==> config.mk <==
export PLATFORM = sky130hd
export DESIGN_NAME = regfile
export DESIGN_NICKNAME = d
export VERILOG_FILES = /design/src/rtl/regfile.sv
export SDC_FILE = /design/constraint.sdc
export NUM_CORES = 2
export LEC_CHECK = 0
export CAP_MARGIN = 20
export CORE_MARGIN = 2
export CORE_UTILIZATION = 56
export DETAILED_ROUTE_END_ITERATION = 12
export PLACE_DENSITY = 0.73
export SETUP_SLACK_MARGIN = 0.4
export SLEW_MARGIN = 20
export SYNTH_ARGS = -nofsm -noshare
export SYNTH_HDL_FRONTEND = slang
export SYNTH_SLANG_ARGS = --single-unit
==> constraint.sdc <==
create_clock -name clk -period 5.7 [get_ports clk]
set_input_delay 1.14 -clock clk [delete_from_list [all_inputs] [get_ports clk]]
set_output_delay 1.14 -clock clk [all_outputs]
set_load 0.02 [all_outputs]
==> src/rtl/regfile.sv <==
// Register file with per-register pending-write scoreboard and writeback bypass.
// Reads are combinational (0 cycles). stallreq holds decode when an operand is pending or its counter would saturate.
module regfile #(
    parameter int REG_NUM = 32,
    parameter int DATA_W  = 32,
    parameter int CNT_W   = 2
) (
    input  logic              clk,
    input  logic              rst,
    input  logic              we,
    input  logic [4:0]        waddr,
    input  logic [DATA_W-1:0] wdata,
    input  logic              re1,
    input  logic [4:0]        raddr1,
    output logic [DATA_W-1:0] rdata1,
    input  logic              re2,
    input  logic [4:0]        raddr2,
    output logic [DATA_W-1:0] rdata2,
    input  logic              issue_we,
    input  logic [4:0]        issue_addr,
    output logic              stallreq
);

    localparam logic [CNT_W-1:0] CNT_MAX = '1;
    localparam logic [CNT_W-1:0] CNT_ONE = CNT_W'(1);

    logic [DATA_W-1:0] regs_q [REG_NUM];
    logic [DATA_W-1:0] regs_d [REG_NUM];
    logic [CNT_W-1:0]  cnt_q  [REG_NUM];
    logic [CNT_W-1:0]  cnt_d  [REG_NUM];

    logic              wb_fire;
    logic              issue_fire;
    logic              hazard1;
    logic              hazard2;
    logic              full;
    logic              stall_raw;
    logic              rd1_ok;
    logic              rd2_ok;
    logic              iss_ok;
    logic [CNT_W-1:0]  rd1_cnt;
    logic [CNT_W-1:0]  rd2_cnt;
    logic [CNT_W-1:0]  iss_cnt;

    // Register 0 and any address beyond REG_NUM behave as a hard-wired zero.
    function automatic logic addr_ok(input logic [4:0] a);
        return (a != 5'd0) && (32'(a) < REG_NUM);
    endfunction

    always_comb begin
        wb_fire = we && addr_ok(waddr);
        rd1_ok  = addr_ok(raddr1);
        rd2_ok  = addr_ok(raddr2);
        iss_ok  = addr_ok(issue_addr);
        rd1_cnt = '0;
        rd2_cnt = '0;
        iss_cnt = '0;
        if (rd1_ok) rd1_cnt = cnt_q[raddr1];
        if (rd2_ok) rd2_cnt = cnt_q[raddr2];
        if (iss_ok) iss_cnt = cnt_q[issue_addr];
    end

    // A read of a register whose last outstanding write lands this cycle is
    // satisfied by the bypass, so it does not stall.
    always_comb begin
        hazard1 = re1 && rd1_ok && (rd1_cnt != '0)
                  && !((rd1_cnt == CNT_ONE) && wb_fire && (waddr == raddr1));
        hazard2 = re2 && rd2_ok && (rd2_cnt != '0)
                  && !((rd2_cnt == CNT_ONE) && wb_fire && (waddr == raddr2));
        full    = issue_we && iss_ok && (iss_cnt == CNT_MAX);
        // Built only from current counters: the issuing instruction never
        // stalls on its own destination update.
        stall_raw  = hazard1 || hazard2 || full;
        issue_fire = issue_we && iss_ok && !stall_raw;
        stallreq   = rst && stall_raw;
    end

    always_comb begin
        rdata1 = '0;
        if (rst && re1 && rd1_ok) begin
            if (wb_fire && (waddr == raddr1)) rdata1 = wdata;
            else                              rdata1 = regs_q[raddr1];
        end
    end

    always_comb begin
        rdata2 = '0;
        if (rst && re2 && rd2_ok) begin
            if (wb_fire && (waddr == raddr2)) rdata2 = wdata;
            else                              rdata2 = regs_q[raddr2];
        end
    end

    always_comb begin
        logic inc;
        logic dec;
        regs_d[0] = '0;
        cnt_d[0]  = '0;
        for (int r = 1; r < REG_NUM; r++) begin
            regs_d[r] = regs_q[r];
            cnt_d[r]  = cnt_q[r];
            inc = issue_fire && (issue_addr == 5'(r));
            dec = wb_fire && (waddr == 5'(r));
            if (dec) regs_d[r] = wdata;
            // Saturation is prevented upstream by the full stall; a stray
            // writeback to an idle register leaves the counter at zero.
            if (inc && !dec)
                cnt_d[r] = cnt_q[r] + CNT_ONE;
            else if (dec && !inc && (cnt_q[r] != '0))
                cnt_d[r] = cnt_q[r] - CNT_ONE;
        end
    end

    always_ff @(posedge clk or negedge rst) begin
        if (!rst) begin
            for (int r = 0; r < REG_NUM; r++) begin
                regs_q[r] <= '0;
                cnt_q[r]  <= '0;
            end
        end else begin
            for (int r = 0; r < REG_NUM; r++) begin
                regs_q[r] <= regs_d[r];
                cnt_q[r]  <= cnt_d[r];
            end
        end
    end

endmodule

Yosys cells after proc, flatten, opt, wreduce, memory -nomap -nowiden
Index checks and enable logic that the tools add are counted.

Register bits after elaboration: 1054. Bits in latches: 0. Bits in writable memories: 0. Memory bits (read-only): 0. Bits of input ports: 58. Word-level logic and storage cells: 592. Memories: 0.

$add $sub $neg: 62. Multiply operators: 0. Divide/modulo/power cells: 0. Order comparisons: 3. Eq/ne operators: 67. Shifts and indexed selects: 0. Muxes and demuxes: 84. Bitwise operators: 3. Reduce and logical (&&, ||, !) cells: 311.

Operators with widths (count): $bmux 32 s5 (2); $mux 32 (8); $logic_and 1x1->1 (176); $eq 5x5->1 const B (32); $mux 2 (71); $reduce_bool 2->1 (64); $eq 5x4->1 const B (16); $logic_not 1->1 (65); $add 2x1->2 const B (31); $sub 2x1->2 const B (31); $eq 5x3->1 const B (8); $bmux 2 s5 (3); $eq 5x2->1 const B (4); $reduce_bool 5->1 (4); $ge 6x6->1 const B (3); $not 5->6 (3); $eq 5x1->1 const B (2); $eq 5x5->1 (2); $eq 2x1->1 const B (2); $eq 2x2->1 const B (1); $logic_or 1x1->1 (2).

Depth between registers and ports, before layout
Word-level depth: 20. Depth in mapped cells: 13.

Worst setup path before layout
Ideal clock, no wire load.

Path type: input -> output. Start point: input port raddr2[0]. End point: output port rdata2[16]. Arrival: 3.589 ns. Data required time: 4.560 ns. Path slack: 0.971 ns. Stages: 10. Buffers on the path: 4. Path through: buf_2 > buf_2 > clkbuf_1 > buf_1 > mux4_2 > mux4_2 > mux2i_1 > nor2_1 > a21oi_1 > nor2_1.

Longest elaborated chain between the ends: 6. Elaborated cells on any way between the ends: 10. Classes of those cells: eq/ne (1); mux (5); bitwise (1); reduce/logical (3).

Ends and longest elaborated chain: from (decl) (RTL line 17) `input logic [4:0] raddr2,`; $not 5->6 (implied by the code) (RTL line 90) `else rdata2 = regs_q[raddr2];`; $bmux 32 s5 (RTL line 90); $mux 32 (implied by the code) (2 in a row) (RTL line 90); $mux 32 (RTL line 89) `if (wb_fire && (waddr == raddr2)) rdata2 = wdata;`; $mux 32 (*) (RTL line 88) `if (rst && re2 && rd2_ok) begin`; to (decl) (RTL line 18) `output logic [DATA_W-1:0] rdata2,`.

Every way passes the cells marked *; elsewhere a longest branch is shown, timed or not. The select of a mux whose other input is x is not followed.

Final worst setup path
Start point: input port raddr2[0]. End point: output port rdata2[0].

Same word-level chain as after synthesis.

==> results.rst <==
.. list-table::
   :header-rows: 1

   * - Metric
     - Value
   * - Quantity of I/O buffers inserted on ports
     - around 120
   * - Worst-case register-to-register setup slack
     - between 2 and 2.5 ns
   * - Critical Path End
     - rdata2[0]
   * - Clock sink count
     - ~1100
   * - Most common library cell in the layout ignoring fill and taps
     - dfrtp_1
   * - Headroom to the max-slew limit
     - 0.266
   * - Max-cap violation count
     - 0
   * - Routed length per instance
     - around 31 µm
   * - Number of hold violations in the final report
     - 0
   * - Largest fanout on the critical path
     - 31
   * - Vias in the first global route
     - roughly 44000
   * - Share of the yosys chip area belonging to registers
     - 0.444
   * - Pin count of the biggest net entering global routing
     - about 170
   * - Total of fill cells in the finished design
     - 7637
   * - Yosys reg bits
     - 1054
   * - Via count
     - between 40000 and 50000
   * - Part of the total power dissipated in combinational logic
     - 0.229
   * - Count of pins over their slew limit
     - 0
   * - Clock Power Share
     - 0.337
   * - Initial detailed-routing violation count
     - between 5000 and 6000
   * - Sw power
     - 0.00683 W
   * - Effective utilization at floorplan
     - 0.564
   * - Count of mapped cells out of synthesis
     - around 4700
   * - Slew @ Worst Pin
     - roughly 1.1 ns
   * - Global placer's final weighted congestion
     - between 0.9 and 1
   * - Int Power
     - 0.0167 W
   * - Unrepaired setup endpoints after global routing
     - yes
   * - Most used cells in the layout excluding fill and tap cells
     - 1054 x dfrtp_1, 1024 x nand2_1, 742 x mux2_2
   * - First-pass iteration count of the detailed router
     - 8
   * - Status
     - finished clean
   * - Post-synth EDFFs
     - 0
   * - Main combinational cell family by area after synthesis
     - multiplexers
   * - Share of layout cells above drive strength 1
     - 0.383
   * - Post-route fraction of the period consumed by the critical path
     - 0.928
   * - Clock buffer count from CTS
     - about 110
   * - Area Growth Syn to Fin
     - 13.6%
   * - Async S/R FF share, synth
     - 1.00
   * - Kind of critical path
     - in2out
   * - Type of the most critical hold path
     - in2async
   * - Kind of launch point of the worst setup path
     - input pin
   * - Fraction of the mapped netlist area in compound gates
     - 0.0355
   * - Wire length of the first global-routing pass
     - between 200 and 300 mm
   * - Post-layout util
     - 0.641
   * - Synth Area in Adders
     - 0
   * - Post-CTS clock slew at the launch and capture registers of the worst setup and hold paths
     - about 0.060 ns
   * - Synthesized-area fraction occupied by xor and xnor cells
     - 0.00280
   * - Floorplan die area
     - approximately 110000 µm²
   * - Die Span X
     - approximately 330 µm
   * - Power Dens Cells
     - around 350 nW/µm²
   * - Post-route DRC
     - 0
   * - Launching point of the worst reg2reg path
     - cnt_q[14]
   * - Endpoint of the most critical register-to-register path
     - cnt_q[58]
   * - Floorplan core area
     - 105000 µm²
   * - Post-CTS setup buffers
     - 0
   * - Initial antenna violation count
     - 5
   * - Setup crit start
     - raddr2[0]
   * - Overall routed net length
     - 195 mm
   * - Layout Cell Area excl Fill
     - between 60000 and 70000 µm²
   * - Number of nets in the layout
     - 4800
   * - Static leakage power
     - 29.7 nW
   * - Net Count, Synth
     - ~4800
   * - Number of top-level pins
     - around 120
   * - Most used flip-flop cell after synthesis
     - dfrtp_1
   * - Worst path arrival time
     - between 4 and 5 ns
   * - Achievable clock frequency
     - ~190 MHz
   * - Post-CTS Hold Buffers
     - 0
   * - CP Data Required Time
     - roughly 4.6 ns
   * - Leading post-synthesis cells by cell area
     - dfrtp_1 44%, mux4_2 23%, mux2_2 14%, nand2_1 6.5%, clkbuf_1 2.1%
   * - Worst reg2reg path depth
     - 9
   * - Post-synthesis cell type with the largest combined area
     - dfrtp_1
   * - Portion of synthesized cell area occupied by the leading cell type
     - 0.444
   * - Mux contribution to synthesized area
     - 0.386
   * - Post-synthesis simple-gate area fraction
     - 0.0989
   * - Total gr overflow
     - 0
   * - Tmin final
     - around 5.3 ns
   * - Clock latency reported for the late side of the worst-skew pair
     - between 0.7 and 0.8 ns
   * - Half-perimeter wire length after detailed placement
     - approximately 120 mm
   * - Instance area at placement
     - approximately 63000 µm²
   * - Total negative setup slack
     - 0 ns
   * - Num rows
     - 119
   * - Detailed-route vias per instance
     - roughly 7
   * - Die Span Y
     - approximately 330 µm
   * - Share of total power consumed by net switching
     - 0.291
   * - Htree depth
     - 3
   * - Largest buffer count on any clock path
     - 3
   * - Seq pwr share
     - 0.434
   * - Netlist cell types
     - between 70 and 80
   * - Root cell of the clock tree
     - clkbuf_16
   * - TritonCTS clock tree
     - yes
   * - Peak supply drop
     - 0.382 mV
   * - Average instance area after synthesis
     - roughly 13 µm²
   * - Overall global routing resource usage
     - 0.365
   * - Clk_skew
     - 0.0349 ns
   * - Syn Std Cell Area
     - about 60000 µm²
   * - Final setup violation count
     - 0
   * - Yosys warning total
     - 0
   * - Worst setup EP type
     - output pin
   * - Post-DRT Antenna Nets
     - 0
## power by group through the flow
stage	logic [W]	registers, W	clock network [W]
after floorplan	0.00394	0.00982	0
after global routing	0.00573	0.0104	0.00828
after global placement	0.00514	0.0101	0
after detailed placement	0.00529	0.0102	0
final	0.00537	0.0102	0.00792
after CTS	0.00532	0.0101	0.00796
## cell families after synthesis
kind of cell    count (synthesis)
buf+inv                       468
compound gates                294
mux                          1444
simple gates                 1437
flops                        1054
xor+xnor                       19
## metrics by stage
| stage | worst slack (ns) | std cells | power [W] | hold slack (ns) |
|---|---|---|---|---|
| after floorplan | 0.971 | 4716 | 0.0138 | 0.457 |
| after global placement | 0.384 | 6016 | 0.0153 | 0.470 |
| after detailed placement | 0.370 | 6016 | 0.0155 | 0.477 |
| after CTS | 0.373 | 6224 | 0.0234 | 0.230 |
| after global routing | 0.364 | 6230 | 0.0244 | 0.252 |
| final | 0.409 | 6232 | 0.0235 | 0.254 |
## worst min-delay path by stage
| stage | to | slack, ns | depth (start not counted) |
|---|---|---|---|
| final | cnt_q[30] | 0.25 | 1 |
| after detailed placement | regs_q[699] | 0.48 | 2 |
| after global placement | regs_q[811] | 0.47 | 2 |
| after global routing | cnt_q[30] | 0.25 | 1 |
| after floorplan | regs_q[897] | 0.46 | 2 |
| after CTS | regs_q[156] | 0.23 | 1 |
## repair_timing
item                       CTS  global route
resized for setup            5            13
gates cloned                 0             1
setup endpoints to repair    8            27
pin swaps                    0             0
## cell usage after synthesis, drive strengths merged, types with 3 or more instances
cell type / count
a211oi: 11
mux4: 603
a22o: 65
clkbuf: 326
nor3b: 8
nor2: 190
xnor2: 15
a21oi: 97
a211o: 16
a22oi: 9
nor3: 32
dfrtp: 1054
o31ai: 9
o21a: 5
o311a: 5
xor2: 4
a221o: 4
buf: 124
mux2i: 96
o311ai: 5
o21bai: 3
and2: 20
nand3: 59
inv: 18
nor4b: 4
nor4: 10
nor2b: 20
nand2b: 15
nand2: 1033
a2bb2oi: 4
and3: 17
mux2: 745
a21boi: 6
and4: 3
o21ai: 17
nand4: 13
o211ai: 17
a221oi: 3
or2: 4
## layer usage
layer / track usage / routed length (µm) / up-vias
li1: - / - / 17398
met1: 0.499 / 73000 / 22723
met2: 0.537 / 86900 / 2900
met3: 0.106 / 24500 / 653
met4: 0.184 / 10500 / 4
met5: 0.00609 / 100 / -
## state kept, by name (all words and copies together) (netlist names)
register / count
regs_q: 992
cnt_q: 62
## layout make-up
| cell class | instances | area [µm²] | area share |
|---|---|---|---|
| multi-input combinational | 3194 | 31400 | 0.465 |
| inverter | 18 | 67.6 | 0.00100 |
| sequential | 1054 | 26400 | 0.391 |
| timing repair buffer | 361 | 3890 | 0.0576 |
| tap | 1391 | 1740 | 0.0258 |
| clock buffer | 152 | 3200 | 0.0475 |
| clock inverter | 56 | 783 | 0.0116 |
| antenna | 6 | 15.0 | 0.000223 |
## critical path: stages
cell and delay, ns:
buf_12 0.26, buf_4 0.25, mux4_2 0.51, mux4_2 0.52, mux2i_1 0.22, nor2_1 0.11, a21oi_1 0.31, buf_4 0.17
nor2_1 0.05, clkdlybuf4s50_1 0.53
(Power assumes the default switching activity.)
